$ cat src/rtl/triangle_sides_cordic.sv
// -----------------------------------------------------------------------------
// triangle_sides_cordic
//
// Iterative rotation-mode CORDIC that resolves a right triangle from an integer
// angle (degrees) and a hypotenuse:
//   a = hyp * cos(angle), b = hyp * sin(angle), c = hyp.
// One micro-rotation per clock; valid/ready handshake on both sides.
//
// Parameters
//   WIDTH  signed width of angle, hypotenuse, a, b, c
//   ITER   number of CORDIC micro-rotations (8..24)
//   FRAC   fractional bits of the X/Y/Z datapath (Z holds degrees)
//
// Ports
//   clk         clock, rising edge
//   rst         asynchronous, active-high reset
//   in_valid    request valid (angle/hypotenuse)
//   in_ready    block is idle and accepts a request
//   angle       signed degrees, legal -180..180
//   hypotenuse  signed, legal 0..2^(WIDTH-2)-1
//   out_valid   a/b/c/out_err valid, held until out_ready
//   out_ready   consumer accepts the result
//   a, b, c     signed results
//   out_err     request was outside the legal range (a=b=c=0)
//
// Build option
//   TRI_SIDES_ROUND_EN  when defined, a/b are rounded half-up to nearest;
//                       otherwise they are floored. Latency is unchanged.
// -----------------------------------------------------------------------------
module triangle_sides_cordic #(
    parameter int WIDTH = 32,
    parameter int ITER  = 16,
    parameter int FRAC  = 16
) (
    input  logic                    clk,
    input  logic                    rst,
    input  logic                    in_valid,
    output logic                    in_ready,
    input  logic signed [WIDTH-1:0] angle,
    input  logic signed [WIDTH-1:0] hypotenuse,
    output logic                    out_valid,
    input  logic                    out_ready,
    output logic signed [WIDTH-1:0] a,
    output logic signed [WIDTH-1:0] b,
    output logic signed [WIDTH-1:0] c,
    output logic                    out_err
);

    localparam int XW = WIDTH + FRAC + 2;  // X/Y: headroom for CORDIC growth
    localparam int ZW = 9 + FRAC;          // Z: +-256 degrees in Q.FRAC
    localparam int CW = $clog2(ITER);

    // atan(2^-i) in degrees, packed as ITER entries of ZW bits in Q.FRAC.
    function automatic logic [ITER*ZW-1:0] atan_table();
        logic [ITER*ZW-1:0] tab;
        real                deg;
        tab = '0;
        for (int i = 0; i < ITER; i++) begin
            case (i)
                0:       deg = 45.0;
                1:       deg = 26.565051177077990;
                2:       deg = 14.036243467926479;
                3:       deg = 7.125016348901798;
                4:       deg = 3.576334374997352;
                5:       deg = 1.789910608246069;
                6:       deg = 0.895173710211074;
                7:       deg = 0.447614170860553;
                8:       deg = 0.223810500368538;
                9:       deg = 0.111905677066207;
                10:      deg = 0.055952891893804;
                11:      deg = 0.027976452617004;
                12:      deg = 0.013988227142265;
                13:      deg = 0.006994113675353;
                14:      deg = 0.003497056850704;
                15:      deg = 0.001748528426980;
                16:      deg = 0.000874264213694;
                17:      deg = 0.000437132106872;
                18:      deg = 0.000218566053439;
                19:      deg = 0.000109283026720;
                20:      deg = 0.000054641513360;
                21:      deg = 0.000027320756680;
                22:      deg = 0.000013660378340;
                23:      deg = 0.000006830189170;
                default: deg = 0.0;
            endcase
            tab[i*ZW +: ZW] = ZW'($rtoi(deg * (2.0 ** FRAC) + 0.5));
        end
        return tab;
    endfunction

    localparam logic [ITER*ZW-1:0]   ATAN_TAB = atan_table();
    // CORDIC gain compensation, pre-applied to x0 so no final multiply is needed.
    localparam logic signed [XW-1:0] K_X      = XW'($rtoi(0.6072529350 * (2.0 ** FRAC) + 0.5));
    localparam logic signed [WIDTH-1:0] HYP_MAX = {2'b00, {(WIDTH-2){1'b1}}};
    localparam logic [CW-1:0]        LAST     = CW'(ITER - 1);

`ifdef TRI_SIDES_ROUND_EN
    localparam logic signed [XW-1:0] BIAS = {{(XW-FRAC){1'b0}}, 1'b1, {(FRAC-1){1'b0}}};
`else
    localparam logic signed [XW-1:0] BIAS = '0;
`endif

    typedef enum logic [1:0] {IDLE, PREP, ROTATE, DONE} state_t;

    state_t                  state;
    logic [CW-1:0]           cnt;
    logic signed [WIDTH-1:0] angle_r, hyp_r;
    logic                    err_r;
    logic signed [XW-1:0]    x, y;
    logic signed [ZW-1:0]    z;

    logic signed [XW-1:0]    x_sh, y_sh, hyp_k;
    logic signed [ZW-1:0]    atan_i;
    logic                    angle_ok, hyp_ok;

    assign x_sh     = x >>> cnt;
    assign y_sh     = y >>> cnt;
    assign atan_i   = ZW'(ATAN_TAB[cnt*ZW +: ZW]);
    assign hyp_k    = XW'(hyp_r) * K_X;
    assign angle_ok = (angle_r >= -180) && (angle_r <= 180);
    assign hyp_ok   = (hyp_r >= 0) && (hyp_r <= HYP_MAX);

    // NOTE: all state below is updated with non-blocking assignments so every
    // register samples pre-edge values; blocking here would chain x into y
    // within one micro-rotation.
    always_ff @(posedge clk or posedge rst) begin
        if (rst) begin
            state     <= IDLE;
            cnt       <= '0;
            angle_r   <= '0;
            hyp_r     <= '0;
            err_r     <= 1'b0;
            x         <= '0;
            y         <= '0;
            z         <= '0;
            in_ready  <= 1'b0;
            out_valid <= 1'b0;
            a         <= '0;
            b         <= '0;
            c         <= '0;
            out_err   <= 1'b0;
        end else begin
            case (state)
                IDLE: begin
                    if (in_valid && in_ready) begin
                        angle_r  <= angle;
                        hyp_r    <= hypotenuse;
                        err_r    <= 1'b0;
                        in_ready <= 1'b0;
                        state    <= PREP;
                    end else begin
                        in_ready <= 1'b1;
                    end
                end

                PREP: begin
                    cnt <= '0;
                    y   <= '0;
                    if (!(angle_ok && hyp_ok)) begin
                        err_r <= 1'b1;
                        state <= DONE;
                    end else begin
                        // Fold |angle|>90 into +-90 by rotating from -hyp.
                        if (angle_r > 90) begin
                            z <= ZW'(angle_r - 180) <<< FRAC;
                            x <= -hyp_k;
                        end else if (angle_r < -90) begin
                            z <= ZW'(angle_r + 180) <<< FRAC;
                            x <= -hyp_k;
                        end else begin
                            z <= ZW'(angle_r) <<< FRAC;
                            x <= hyp_k;
                        end
                        state <= ROTATE;
                    end
                end

                ROTATE: begin
                    if (z[ZW-1]) begin
                        x <= x + y_sh;
                        y <= y - x_sh;
                        z <= z + atan_i;
                    end else begin
                        x <= x - y_sh;
                        y <= y + x_sh;
                        z <= z - atan_i;
                    end
                    cnt <= cnt + 1'b1;
                    if (cnt == LAST) state <= DONE;
                end

                DONE: begin
                    // First DONE cycle registers the result; afterwards hold
                    // it until the consumer takes it.
                    if (!out_valid) begin
                        out_valid <= 1'b1;
                        out_err   <= err_r;
                        if (err_r) begin
                            a <= '0;
                            b <= '0;
                            c <= '0;
                        end else begin
                            a <= WIDTH'((x + BIAS) >>> FRAC);
                            b <= WIDTH'((y + BIAS) >>> FRAC);
                            c <= hyp_r;
                        end
                    end else if (out_ready) begin
                        out_valid <= 1'b0;
                        in_ready  <= 1'b1;
                        state     <= IDLE;
                    end
                end

                default: state <= IDLE;
            endcase
        end
    end

endmodule

$ cat config.mk
export PLATFORM = sky130hd
export DESIGN_NAME = triangle_sides_cordic
export DESIGN_NICKNAME = d
export VERILOG_FILES = /design/src/rtl/triangle_sides_cordic.sv
export SDC_FILE = /design/constraint.sdc
export NUM_CORES = 2
export LEC_CHECK = 0
export CORE_UTILIZATION = 60
export CTS_CLUSTER_SIZE = 16
export DETAILED_ROUTE_END_ITERATION = 6
export GPL_TIMING_DRIVEN = 0
export PLACE_DENSITY = 0.82
export REMOVE_ABC_BUFFERS = 1
export SKIP_LAST_GASP = 1
export SYNTH_ARGS = -nofsm -noshare
export SYNTH_HDL_FRONTEND = slang
export SYNTH_SLANG_ARGS = --single-unit
$ cat constraint.sdc
create_clock -name clk -period 21.6 [get_ports clk]
set_clock_uncertainty 0.15 [all_clocks]
set_input_delay 4.32 -clock clk [delete_from_list [all_inputs] [get_ports clk]]
set_output_delay 4.32 -clock clk [all_outputs]
set_load 0.02 [all_outputs]
### Word-level counts from Yosys, hierarchy flattened

Index checks and enable logic that the tools add are counted.

* bits in registers: 295
* input bits: 68
* output and inout bits: 99
* logic and storage cells: 91

* $add $sub $neg: 10
* multiply operators: 2
* magnitude comparators: 6
* eq/ne operators: 10
* shift operators: 3
* mux-type cells: 31
* bitwise logic cells: 1
* reduce and logical (&&, ||, !) cells: 14

Operators by type and width (number)
* $shiftx A400 B10 Y25 const A: 1
* $mux W50: 5
* $pmux W50 S2: 2
* $add A50 B50 Y50: 2
* $mux W25: 4
* $sshr A50 B4 Y50: 2
* $sub A50 B50 Y50: 2
* $mux W32: 3
* $neg A49 Y50: 1
* $pmux W25 S2: 1
* $mul A32 B17 Y49 const B: 1
* $ge A32 B1 Y1 const B: 1
* $ge A32 B9 Y1 const B: 1
* $gt A32 B8 Y1 const B: 1
* $le A32 B31 Y1 const B: 1
* $le A32 B9 Y1 const B: 1
* $lt A32 B8 Y1 const B: 1
* $add A25 B25 Y25: 1
* $sub A25 B25 Y25: 1
* $ne A2 B2 Y1 const B: 6
* $add A9 B9 Y9 const B: 1
* $mul A4 B5 Y9 const B: 1
* $sub A9 B9 Y9 const B: 1
* $mux W1: 8
* other kinds (15): 28

### Depth between registers and ports, before layout

* depth in word-level cells: 6
* mapped depth: 33
* depth with buffers taken out: 26

### Worst setup path before layout

OpenSTA, ideal clock, no wires.

* kind: register to register
* start: reg hyp_r[31]
* end: reg x[47]
* arrival: 7259 ps
* data required time: 21363 ps
* slack: 14103 ps
* stages on the path, launching flop included: 24
* path buffers: 1
* cells stage by stage: dfrtp_1 > inv_1 > ha_1 > inv_1 > fa_1 > inv_1 > fa_1 > fa_1 > fa_1 > inv_1 > fa_1 > inv_1 > ha_1 > clkbuf_1 > nand4_1 > or3_1 > a211o_1 > a21o_1 > a21boi_0 > o221ai_1 > a2111oi_0 > nor4b_1 > mux2_2 > a22oi_1

* word-level cells in the longest chain between the ends: 6

Ends and longest elaborated chain
* start: declaration: RTL line 107 `logic signed [WIDTH-1:0] angle_r, hyp_r;`
* start signal: assignment: RTL line 147 `hyp_r <= hypotenuse;`
* $mul A32 B17 Y49: RTL line 119 `assign hyp_k = XW'(hyp_r) * K_X;`
* $neg A49 Y50: RTL line 166, 169
* $mux W50: RTL line 167 `end else if (angle_r < -90) begin`
* $mux W50: RTL line 164 `if (angle_r > 90) begin`
* $mux W50: RTL line 159 `if (!(angle_ok && hyp_ok)) begin`
* $pmux W50 S2: RTL line 143 `case (state)`
* end signal: assignment: RTL line 166 `x <= -hyp_k;`
* end signal: assignment: RTL line 169 `x <= -hyp_k;`
* end signal: assignment: RTL line 172 `x <= hyp_k;`
* end: declaration: RTL line 109 `logic signed [XW-1:0] x, y;`

Several ways; a longest one is shown, not always the timed one. The select of a mux whose other input is x is not followed.
A chain may end at the register's enable or synchronous reset.

### Worst setup path after layout

Same ends and word-level chain as after synthesis.

==> impl_metrics.env <==
export IMPL_timing_final_hold_violations=0
export IMPL_hpwl_um=80700
export IMPL_netlist_instances=4498
export IMPL_cts_tree="yes"
export IMPL_fin_crit_sh_pct=42.4
export IMPL_min_path_type="flip-flop to flip-flop"
export IMPL_postCtsSetupBuffers=0
export IMPL_period_needed_ns=9.16
export IMPL_postCtsHoldBufs=0
export IMPL_synth_distinct_cells=96
export IMPL_post_cts_resized=0
export IMPL_max_freq_ghz=0.109
export IMPL_fp_dieW_um=259
export IMPL_grt_start_max_net_pins=123
export IMPL_wirelength_um=105000
export IMPL_min_path_cells=2
export IMPL_final_nets=5196
export IMPL_cts_buffers=37
export IMPL_startpoint_type="flip-flop"
export IMPL_ant_nets=0
export IMPL_grt_usage_pct=31.2
export IMPL_drc=1
export IMPL_portBuffers=166
export IMPL_crit_chain="inv_1 -> ha_1 -> inv_1 -> fa_1 -> inv_1 -> fa_1 -> fa_1 -> fa_1 -> inv_1 -> fa_1 -> inv_1 -> ha_1 -> nand4_1 -> or3_1 -> a211o_1 -> a21o_1 -> a21boi_0 -> o221ai_1 -> a2111oi_0 -> nor4b_1 -> mux2_2 -> a22oi_1"
export IMPL_rows=93
export IMPL_crit_fanout=25
export IMPL_fp_dieH_um=259
export IMPL_start_util_pct=61.2
export IMPL_status="complete, but fails checks"
export IMPL_drive_gt1_share_pct=7.54
export IMPL_gr_total_overflow=0
export IMPL_synth_seq_area_share_pct=18.6
export IMPL_worstSkewPairLatency_ns=0.58
export IMPL_antenna_found_initial=0
export IMPL_diodes=0
export IMPL_coreArea_um2=64800
export IMPL_via_count=33700
export IMPL_setup_viol=0
export IMPL_rsz0062_at_grt="no"
export IMPL_min_delay_start="b[30]"
export IMPL_cts_root_buf="clkbuf_16"
export IMPL_routed_via_density=6.26
export IMPL_crit_type="flip-flop to flip-flop"
export IMPL_arrival_ns=9.48
export IMPL_min_to="b[30]"
export IMPL_r2r_start="hyp_r[31]"
export IMPL_maxCapViolations=0
export IMPL_worstMarginPinSlew_ns=1.28
export IMPL_cts_buffer_depth=3
export IMPL_die_area_um2=67100
export IMPL_clk_pin_slew_worst_paths_ns=0.06
export IMPL_worst_path_buf_inv=5
export IMPL_maxSlewHeadroom_pct=14.2
export IMPL_whs_ns=0.323
export IMPL_grt_pass1_wl_um=170000
export IMPL_yosys_register_bits=295
export IMPL_slew_violations=0
export IMPL_dr_pass1_iters=7
export IMPL_clock_sinks=295
export IMPL_reg2reg_depth=22
export IMPL_crit_path_end_kind="flip-flop"
export IMPL_avgSynthCellArea_um2=8.81
export IMPL_critPathMaxStageDelay_ns=1.11
export IMPL_setup_tns_ns=0
export IMPL_io_pins=167
export IMPL_violations="design-rule violations"
export IMPL_cp_slowest_cell="dfrtp_1"
export IMPL_syn2layout_area_growth_pct=9.15
export IMPL_syn_area_um2=39600
export IMPL_avgRoutedWirePerCell_um=19.5
export IMPL_crit_family="adder cells"
export IMPL_gp_congestion=0.982
export IMPL_yosys_warnings=0
export IMPL_cp_startpoint="hyp_r[31]"
export IMPL_r2r_end="x[47]"
export IMPL_drtIter0Drc=3054
export IMPL_first_global_vias=32800
export IMPL_synthArstFlopShare_pct=100
export IMPL_r2r_setup_slack_ns=12.44
export IMPL_synth_ff_type="dfrtp_1"
export IMPL_synth_edff_count=0
export IMPL_htreeDepth=2
export IMPL_cp_data_required_time_ns=21.93
[per-layer routing]
layer	track usage [%]	part of all wire (%)
met1	42.1	42
met4	11.6	3.7
met3	3.46	7.2
met2	51.8	47
met5	0	0
[layout by cell type (no fill, tap or decap), types with 35 or more instances in the layout]
cell | Yosys | layout
nand2_1 | 438 | 437
a31oi_1 | 61 | 61
mux2i_1 | 73 | 72
xnor2_1 | 160 | 160
clkdlybuf4s50_1 | 0 | 166
mux2_2 | 108 | 108
clkbuf_16 | 0 | 39
o22ai_1 | 35 | 35
xor2_1 | 113 | 113
mux4_2 | 100 | 100
and3_1 | 41 | 41
nand4_1 | 38 | 38
nor2_1 | 230 | 229
dfrtp_1 | 295 | 289
ha_1 | 367 | 366
inv_1 | 549 | 547
nand3_1 | 58 | 57
fa_1 | 252 | 252
o31ai_1 | 83 | 83
a21oi_1 | 309 | 309
nand2b_1 | 74 | 74
o21ai_0 | 247 | 247
nor3_1 | 77 | 77
a21o_1 | 81 | 81
[logic make-up after synthesis]
kind of cell               Yosys count  share of synthesized area, %
xor gates and xnor gates           273                          6.03
DFF                                295                          18.6
muxes                              300                          11.8
adders and majority gates          619                          24.3
buffers and inverters              766                          7.63
and+or+nand+nor                   1138                          13.8
AOI/OAI and AO/OA                 1107                          17.8
[registers in the layout, summed over array words and instances, names as in the netlist, 2 cells and up]
signal,cells
hyp_r,32
c,32
a,32
b,32
y,50
cnt,4
state,2
x,50
z,25
angle_r,32
[metrics by stage]
step / std cells / utilization, % / worst slack (ns) / cell area (um2)
after floorplan: 4285 / - / 8.98 / 38700
after global placement: 5306 / 63.9 / 5.10 / 41400
after detailed placement: 5323 / 64.7 / 12.63 / 41900
after CTS: 5390 / 66.7 / 12.54 / 43200
after global routing: 5392 / 66.7 / 12.03 / 43300
final: 5392 / 66.7 / 12.44 / 43300
[Yosys cell counts, types with 26 or more instances]
library cell | n | area (um2)
dfrtp_1 | 295 | 7380
inv_1 | 549 | 2060
and2_1 | 29 | 181
xor2_1 | 113 | 990
o21bai_1 | 27 | 203
fa_1 | 252 | 5040
mux4_2 | 100 | 2250
mux2_2 | 108 | 1220
and3_1 | 41 | 257
a31oi_1 | 61 | 382
o211ai_1 | 28 | 210
xnor2_1 | 160 | 1400
ha_1 | 367 | 4590
o22ai_1 | 35 | 219
a21oi_1 | 309 | 1550
o21a_1 | 28 | 210
a211oi_1 | 32 | 240
nand4_1 | 38 | 238
mux2i_1 | 73 | 731
clkbuf_1 | 145 | 544
buf_1 | 35 | 131
o21ai_0 | 247 | 1240
o31ai_1 | 83 | 623
nand2b_1 | 74 | 463
or3_1 | 34 | 213
nor3_1 | 77 | 385
nor2_1 | 230 | 863
nand3_1 | 58 | 290
nor2b_1 | 26 | 163
a21o_1 | 81 | 608
nand2_1 | 438 | 1640
[how the worst max path moves through the flow]
stage	endpoint	slack [ns]	cells after the start
floorplan	a[0]	8.98	1
global placement	y[3]	5.10	2
detailed placement	x[47]	12.63	22
CTS	x[47]	12.54	22
global route	x[47]	12.03	22
finish	x[47]	12.44	22
[worst min-delay path, cell delays in order, from the launching register on]
cell     delay (ns)
dfrtp_1        0.34
nand2_1        0.05
o31ai_1        0.05
[cell type report]
type                    instances  area (um2)
multi-input cells            3437       29300
fillers                      5219       21600
flip-flops and latches        295        7400
repair buffers                185        2130
inverters                     553        2080
clock buffers                  53        1110
well taps                     855        1070
clock inverters                14         181
Power is not shown: default switching activity piles up to over one toggle a cycle in this logic, so the estimate is an artifact.
